==> src/rtl/uart_pkg.sv <==
// Definitions shared by the UART transmitter and receiver: FSM encoding and
// the bit-timing arithmetic both sides must agree on.
package uart_pkg;

  typedef enum logic [1:0] {
    IDLE  = 2'd0,
    START = 2'd1,
    DATA  = 2'd2,
    STOP  = 2'd3
  } uart_state_e;

  localparam int unsigned UART_DATA_BITS = 32'd8;

  // Cycles per bit, rounded to nearest so tx and rx share the same error.
  function automatic int unsigned uart_bit_cycles(input int unsigned f,
                                                  input int unsigned baud);
    return (f + baud / 32'd2) / baud;
  endfunction

endpackage

==> src/rtl/uart_counter.sv <==
// Modulo-MOD up-counter with synchronous clear and count enable.
module uart_counter #(
  parameter int unsigned MOD = 32'd16,
  parameter int unsigned W   = 32'd4
) (
  input  logic         i_clk,
  input  logic         i_rst,
  input  logic         i_clr,
  input  logic         i_ce,
  output logic [W-1:0] o_count
);

  logic [W-1:0] count_r;

  // Count state; clear wins over enable, wraps after MOD-1
  always_ff @(posedge i_clk) begin
    if (i_rst) begin
      count_r <= '0;
    end else if (i_clr) begin
      count_r <= '0;
    end else if (i_ce) begin
      if (count_r == W'(MOD - 32'd1)) begin
        count_r <= '0;
      end else begin
        count_r <= count_r + W'(1);
      end
    end else begin
      count_r <= count_r;
    end
  end

  assign o_count = count_r;

endmodule

==> src/rtl/uart_rx.sv <==
// 8N1 UART receiver: two-flop synchroniser, mid-bit sampling FSM and a
// single-entry valid/ready output buffer.
module uart_rx
  import uart_pkg::*;
#(
  parameter int unsigned F    = 32'd50000000,
  parameter int unsigned BAUD = 32'd115200
) (
  input  logic       i_clk,
  input  logic       i_rst,
  input  logic       i_rx,
  output logic [7:0] o_data,
  input  logic       i_ready,
  output logic       o_valid,
  output logic       o_frame_err,
  output logic       o_overrun
);

  localparam int unsigned N     = uart_bit_cycles(F, BAUD);
  localparam int unsigned H     = N / 32'd2;
  localparam int unsigned CNT_W = $clog2(N);
  localparam int unsigned BIT_W = $clog2(UART_DATA_BITS);

  if (N < 32'd4) begin : g_bad_bit_time
    $error("uart_rx: F/BAUD yields fewer than 4 clock cycles per bit");
  end

  logic             rx_meta_r;
  logic             rx_sync_r;
  logic             rx_dly_r;
  uart_state_e      state_r;
  uart_state_e      state_next_s;
  logic [CNT_W-1:0] baud_cnt_s;
  logic [BIT_W-1:0] bit_cnt_s;
  logic             start_edge_s;
  logic             half_done_s;
  logic             bit_done_s;
  logic             last_bit_s;
  logic             baud_clr_s;
  logic             bit_clr_s;
  logic             bit_ce_s;
  logic             shift_en_s;
  logic             byte_ok_s;
  logic             ferr_s;
  logic [7:0]       sh_r;
  logic [7:0]       data_r;
  logic             valid_r;
  logic             ferr_r;
  logic             ovr_r;

  // Line synchroniser plus edge-detect delay; idle-high reset value
  always_ff @(posedge i_clk) begin
    if (i_rst) begin
      rx_meta_r <= 1'b1;
      rx_sync_r <= 1'b1;
      rx_dly_r  <= 1'b1;
    end else begin
      rx_meta_r <= i_rx;
      rx_sync_r <= rx_meta_r;
      rx_dly_r  <= rx_sync_r;
    end
  end

  assign start_edge_s = rx_dly_r & ~rx_sync_r;

  uart_counter #(
    .MOD (N),
    .W   (CNT_W)
  ) u_baud_cnt (
    .i_clk   (i_clk),
    .i_rst   (i_rst),
    .i_clr   (baud_clr_s),
    .i_ce    (1'b1),
    .o_count (baud_cnt_s)
  );

  uart_counter #(
    .MOD (UART_DATA_BITS),
    .W   (BIT_W)
  ) u_bit_cnt (
    .i_clk   (i_clk),
    .i_rst   (i_rst),
    .i_clr   (bit_clr_s),
    .i_ce    (bit_ce_s),
    .o_count (bit_cnt_s)
  );

  assign half_done_s = (baud_cnt_s == CNT_W'(H - 32'd1));
  assign bit_done_s  = (baud_cnt_s == CNT_W'(N - 32'd1));
  assign last_bit_s  = (bit_cnt_s == BIT_W'(UART_DATA_BITS - 32'd1));

  // FSM state register
  always_ff @(posedge i_clk) begin
    if (i_rst) begin
      state_r <= IDLE;
    end else begin
      state_r <= state_next_s;
    end
  end

  // FSM next-state logic; a high start sample is treated as a glitch
  always_comb begin
    state_next_s = state_r;
    case (state_r)
      IDLE: begin
        if (start_edge_s) state_next_s = START;
        else              state_next_s = IDLE;
      end
      START: begin
        if (half_done_s) begin
          if (rx_sync_r) state_next_s = IDLE;
          else           state_next_s = DATA;
        end else begin
          state_next_s = START;
        end
      end
      DATA: begin
        if (bit_done_s && last_bit_s) state_next_s = STOP;
        else                          state_next_s = DATA;
      end
      STOP: begin
        if (bit_done_s) state_next_s = IDLE;
        else            state_next_s = STOP;
      end
      default: state_next_s = IDLE;
    endcase
  end

  // FSM outputs: counter control, shift strobe and frame-end strobes
  always_comb begin
    baud_clr_s = 1'b0;
    bit_clr_s  = 1'b1;
    bit_ce_s   = 1'b0;
    shift_en_s = 1'b0;
    byte_ok_s  = 1'b0;
    ferr_s     = 1'b0;
    case (state_r)
      IDLE: begin
        baud_clr_s = 1'b1;
      end
      START: begin
        baud_clr_s = half_done_s;
      end
      DATA: begin
        bit_clr_s  = 1'b0;
        bit_ce_s   = bit_done_s;
        shift_en_s = bit_done_s;
      end
      STOP: begin
        byte_ok_s = bit_done_s & rx_sync_r;
        ferr_s    = bit_done_s & ~rx_sync_r;
      end
      default: begin
        baud_clr_s = 1'b1;
      end
    endcase
  end

  // LSB-first shift register, filled from the MSB side
  always_ff @(posedge i_clk) begin
    if (i_rst) begin
      sh_r <= 8'h00;
    end else if (shift_en_s) begin
      sh_r <= {rx_sync_r, sh_r[7:1]};
    end else begin
      sh_r <= sh_r;
    end
  end

  // Single-entry output buffer; a completing byte may refill it on the handshake cycle
  always_ff @(posedge i_clk) begin
    if (i_rst) begin
      data_r  <= 8'h00;
      valid_r <= 1'b0;
      ferr_r  <= 1'b0;
      ovr_r   <= 1'b0;
    end else begin
      ferr_r <= ferr_s;
      ovr_r  <= byte_ok_s & valid_r & ~i_ready;
      if (byte_ok_s && (!valid_r || i_ready)) begin
        data_r  <= sh_r;
        valid_r <= 1'b1;
      end else if (valid_r && i_ready) begin
        data_r  <= data_r;
        valid_r <= 1'b0;
      end else begin
        data_r  <= data_r;
        valid_r <= valid_r;
      end
    end
  end

  assign o_data      = data_r;
  assign o_valid     = valid_r;
  assign o_frame_err = ferr_r;
  assign o_overrun   = ovr_r;

endmodule
==> config.mk <==
export PLATFORM = sky130hd
export DESIGN_NAME = uart_rx
export DESIGN_NICKNAME = d
export VERILOG_FILES = /design/src/rtl/uart_pkg.sv /design/src/rtl/uart_counter.sv /design/src/rtl/uart_rx.sv
export SDC_FILE = /design/constraint.sdc
export NUM_CORES = 1
export LEC_CHECK = 0
export BUFFER_PORTS_ARGS = -buffer_cell sky130_fd_sc_hd__clkbuf_2
export CORE_MARGIN = 2
export CORE_UTILIZATION = 29
export CTS_CLUSTER_SIZE = 12
export DETAILED_ROUTE_END_ITERATION = 10
export GPL_TIMING_DRIVEN = 0
export SLEW_MARGIN = 20
export SYNTH_ARGS = -nofsm -noshare
export SYNTH_HDL_FRONTEND = slang
export SYNTH_HIERARCHICAL = 1
export SYNTH_SLANG_ARGS = --single-unit
==> constraint.sdc <==
create_clock -name i_clk -period 4.64 [get_ports i_clk]
set_clock_uncertainty 0.05 [all_clocks]
set_input_delay 0.464 -clock i_clk [delete_from_list [all_inputs] [get_ports i_clk]]
set_output_delay 0.464 -clock i_clk [all_outputs]
set_load 0.02 [all_outputs]
; Word-level counts from Yosys, hierarchy flattened
; Cells that the tools add are included.
[word_totals]
ff_bits = 36
rom_bits = 0
latch_bits = 0
ramBits = 0
memories = 0
[op_classes]
shift = 0
multipliers = 0
n_addsub = 2
eq_ne = 6
muxes = 12
bitwise = 9
n_reduce_logical = 10
order_cmp = 0
n_div = 0
[ops]
columns = cell, count
row1 = "9-bit by 1-bit adder with 9-bit output, second input constant", 1
row2 = "9-bit by 8-bit == test with 1-bit output, second input constant", 1
row3 = "9-bit == test, second input constant", 1
row4 = 2-bit one-hot mux with 4 select lines, 1
row5 = 1-bit two-way mux, 6
row6 = 2-bit two-way mux, 3
row7 = 1-bit AND, 5
row8 = "2-bit == test, second input constant", 2
row9 = 1-bit NOT, 4
row10 = 2-bit OR reduction, 2
row11 = "3-bit by 1-bit adder with 3-bit output, second input constant", 1
row12 = "3-bit == test, second input constant", 1
row13 = 1-bit logical AND, 3
row14 = 3-bit two-way mux, 1
row15 = 3-bit OR reduction, 1
row16 = "2-bit by 1-bit == test with 1-bit output, second input constant", 1
row17 = 2-bit logical NOT, 1
row18 = 1-bit one-hot mux with 2 select lines, 1
row19 = 2-bit nonzero test, 1
row20 = 1-bit logical NOT, 1
row21 = 1-bit logical OR, 1

; Longest topological paths before layout
[depth]
depth_word = 5
mapped_depth = 6
mapped_depth_nobuf = 6

; Hierarchy
; Netlist, hierarchy kept.
[modules_own_cells]
columns = mod, cells_each, n_inst, area_per_inst_um2
row1 = uart_rx, 101, 1, 1014.7
row2 = uart_counter (u_baud_cnt), 48, 1, 435.4
row3 = uart_counter (u_bit_cnt), 13, 1, 148.9

; Worst setup path after synthesis
; OpenSTA, ideal clock, no wires.
[synth_timing]
path_kind = register to register
startpoint = reg u_baud_cnt.count_r[0], in the netlist u_baud_cnt/o_count[0]
endpoint = reg u_baud_cnt.count_r[1], in the netlist u_baud_cnt/o_count[1]
path_slack_ns = 2.962
arrival_time_ns = 1.492
path_stages_with_launch = 5
synth_period_minus_slack_ns = 1.678
t_required_ns = 4.454
cell_sequence = dfxtp_1 -> ha_1 -> or4b_1 -> o31ai_4 -> a211oi_1
[synth_between]
elab_chain_len = 3
elab_cells_between_ends = 5
cone_classes = add/sub: 1 / eq/ne: 2 / mux: 1 / reduce/logical: 1
[synth_lines]
columns = element, line
row1 = from (decl), uart_counter.sv:13  ; logic [W-1:0] count_r;
row2 = from (signal assigned), uart_counter.sv:25  ; count_r <= count_r + W'(1);
row3 = from (signal assigned), uart_counter.sv:28  ; count_r <= count_r;
row4 = "parallel branches: the longest is 3 deep, another holds 9-bit by 1-bit adder with 9-bit output", -
; Several ways; the timed one is not identified.
; A chain may end at the register's enable or synchronous reset.

; Final worst setup path
; Same ends and word-level chain as after synthesis.

==> results.json <==
{
  "post_cts_resized": 0,
  "cap_violations": 0,
  "cts_num_sinks": 36,
  "synth_simple_gate_area_frac": 0.281,
  "io_buffers": 14,
  "yosysSeqAreaShare": 0.451,
  "grt_pass1_wl_mm": 5.35,
  "fmax_mhz": 533,
  "ys_types": 35,
  "tns_ns": 0,
  "cp-start-kind": "flip-flop",
  "synthTopCellsByArea": "dfxtp_1, mux2i_1, nand2b_1",
  "dr.pass1.iters": 4,
  "endpoint_kind": "flip-flop",
  "clk_latency_ns": 0.29,
  "diodes": 0,
  "ys_ff_latch": 36,
  "area_growth_pct": 17.0,
  "die_area_sq_mm": 0.00612,
  "synth_top_family_by_area": "simple AND/OR/NAND/NOR gates",
  "drt_wl_total_mm": 2.89,
  "gp_congestion": 0.779,
  "dr_total_vias": 1169,
  "cts_made_buffers": 5,
  "grt_pass1_vias": 1186,
  "post_drt_wl_per_cell_um": 11.3,
  "netlist_area_sq_mm": 0.00160,
  "post_cts_buffers": 0,
  "worstPathMaxFanout": 9,
  "finalMaxSlewViolations": 0,
  "power_w": 0.000602,
  "setup_viol": 0,
  "postCtsHoldBufs": 0,
  "grt_max_degree": 13,
  "synth_fa_ha_area_frac": 0.0313,
  "instances_no_fill": 256,
  "cp.required_ns": 4.75,
  "die_h_um": 78.3,
  "hp-class": "input pin to flip-flop",
  "antenna_left": 0,
  "drive_above_1_share": 0.185,
  "dpl.cell_count": 248,
  "nets": 191,
  "initial_core_util": 0.296,
  "yosysWarnings": 6,
  "power.density_mw_per_mm2": 322,
  "finalHoldViolations": 0,
  "clk_path_buf_depth": 2,
  "rsz0062_at_grt": "no",
  "syn_inst": 162,
  "drcViolationCount": 0,
  "leakagePower_nw": 0.627,
  "path_class": "flip-flop to flip-flop",
  "syn_avg_cell_area_sq_um": 9.87,
  "core_area_sq_mm": 0.00541,
  "timing.hold.ws_ns": 0.302,
  "synth_area_leader_cell": "dfxtp_1",
  "syn_nets": 170,
  "grt_usage": 0.110,
  "outcome": "finished, final reports clean",
  "cts_htree_levels": 2,
  "num_rows": 27,
  "synth_compound_area_frac": 0.0806,
  "antenna_found_initial": 0,
  "first_iter_violations": 57,
  "io_pins": 15,
  "root_buffer": "clkbuf_8",
  "fin_crit_ns": 1.88,
  "via_per_inst": 4.57,
  "synth_mux_area_frac": 0.106,
  "synthXorXnorAreaFrac": 0.0219,
  "die_w_um": 78.3,
  "clkTransAtPathRegs_ns": 0.07,
  "vdd_drop_max_mv": 0.122,
  "overflow": 0,
  "period_share": 0.405,
  "cts_tree": "done",
  "crit_arrival_ns": 1.99,
  "dp_hpwl_mm": 2.00,
  "synth_top_area_share": 0.451
}
-- cell type report --
cell class	count	area, sq um
clock buffer	5	68.8
buffer	6	37.5
tap	72	90.1
inverter	1	3.75
multi-input combinational	119	837
fill	594	3530
timing repair buffer	14	70.1
sequential	36	721
clock inverter	3	42.5
-- through the flow --
stage | util | area [sq um] | setup WS, ns
detailed placement | 0.325 | 1760 | 2.74
CTS | 0.346 | 1870 | 2.74
floorplan | - | 1600 | 2.96
finish | 0.346 | 1870 | 2.76
global placement | 0.325 | 1760 | 2.74
global route | 0.346 | 1870 | 2.61
-- Yosys cell counts, drive strengths merged --
cell,instances
or3b,1
or2,3
nand3b,1
xnor2,1
and3,1
nor2,17
nor3b,1
and4bb,2
a21oi,9
and4b,2
conb,1
clkbuf,4
a211oi,3
or3,4
xor2,3
nand4,6
nand2,4
o21a,1
nor4b,2
or4b,1
nor3,2
dfxtp,36
nand3,6
o211ai,1
buf,2
o31ai,1
mux2i,17
nand2b,20
o21ai,4
and2,1
ha,4
inv,1
-- per-layer routing --
| layer | wire, um | GRT usage | vias to the layer above |
|---|---|---|---|
| met1 | 1540 | 0.143 | 537 |
| met5 | 0 | 0 | - |
| met2 | 1200 | 0.162 | 21 |
| li1 | - | - | 609 |
| met3 | 124 | 0.0425 | 2 |
| met4 | 30 | 0.0421 | 0 |
-- state kept, by name, indices dropped and copies added (netlist names) --
| register | flops |
|---|---|
| o_overrun | 1 |
| state_r | 2 |
| o_data | 8 |
| u_baud_cnt/o_count | 9 |
| rx_dly_r | 1 |
| sh_r | 8 |
| o_valid | 1 |
| rx_meta_r | 1 |
| u_bit_cnt/o_count | 3 |
| o_frame_err | 1 |
| rx_sync_r | 1 |
-- power breakdown --
group / internal (W) / switching (W) / total, W
Sequential: 0.000311 / 0.00000180 / 0.000312
Combinational: 0.00000793 / 0.00000971 / 0.0000176
Clock: 0.000159 / 0.000113 / 0.000272
Total: 0.000477 / 0.000125 / 0.000602
-- worst max-delay path, cell delays in order (launching register included) --
cell and delay [ns]:
dfxtp_1 0.49, ha_1 0.20, or4b_1 0.48, o31ai_4 0.43
a211oi_1 0.09
-- cells in the final DEF (no fill, tap or decap), drive strengths merged, types with 2 or more instances in the layout --
cell type / synthesis / layout
a211oi: 3 / 3
a21oi: 9 / 9
and4b: 2 / 2
and4bb: 2 / 2
buf: 2 / 2
clkbuf: 4 / 23
dfxtp: 36 / 36
ha: 4 / 4
mux2i: 17 / 17
nand2: 4 / 4
nand2b: 20 / 20
nand3: 6 / 6
nand4: 6 / 6
nor2: 17 / 17
nor3: 2 / 2
nor4b: 2 / 2
o21ai: 4 / 4
or2: 3 / 3
or3: 4 / 4
xor2: 3 / 3
-- cell families after synthesis --
logic type	Yosys count
mux	17
compound gates	19
buf+inv	7
simple gates	74
other cells	1
flops	36
fa+ha+maj	4
xor+xnor	4
-- path summary, 6_finish.rpt --
| kind | startpoint | end | slack (ns) | depth (start not counted) |
|---|---|---|---|---|
| worst max-delay path | u_baud_cnt/o_count[0] | u_baud_cnt/o_count[1] | 2.76 | 4 |
| worst min-delay path | i_rx | rx_meta_r | 0.30 | 2 |
| worst max register to register | u_baud_cnt/o_count[0] | u_baud_cnt/o_count[1] | 2.76 | 4 |
| worst min register to register | rx_meta_r | rx_sync_r | 0.36 | 1 |
No activity file was read; power rests on OpenSTA's default activity.
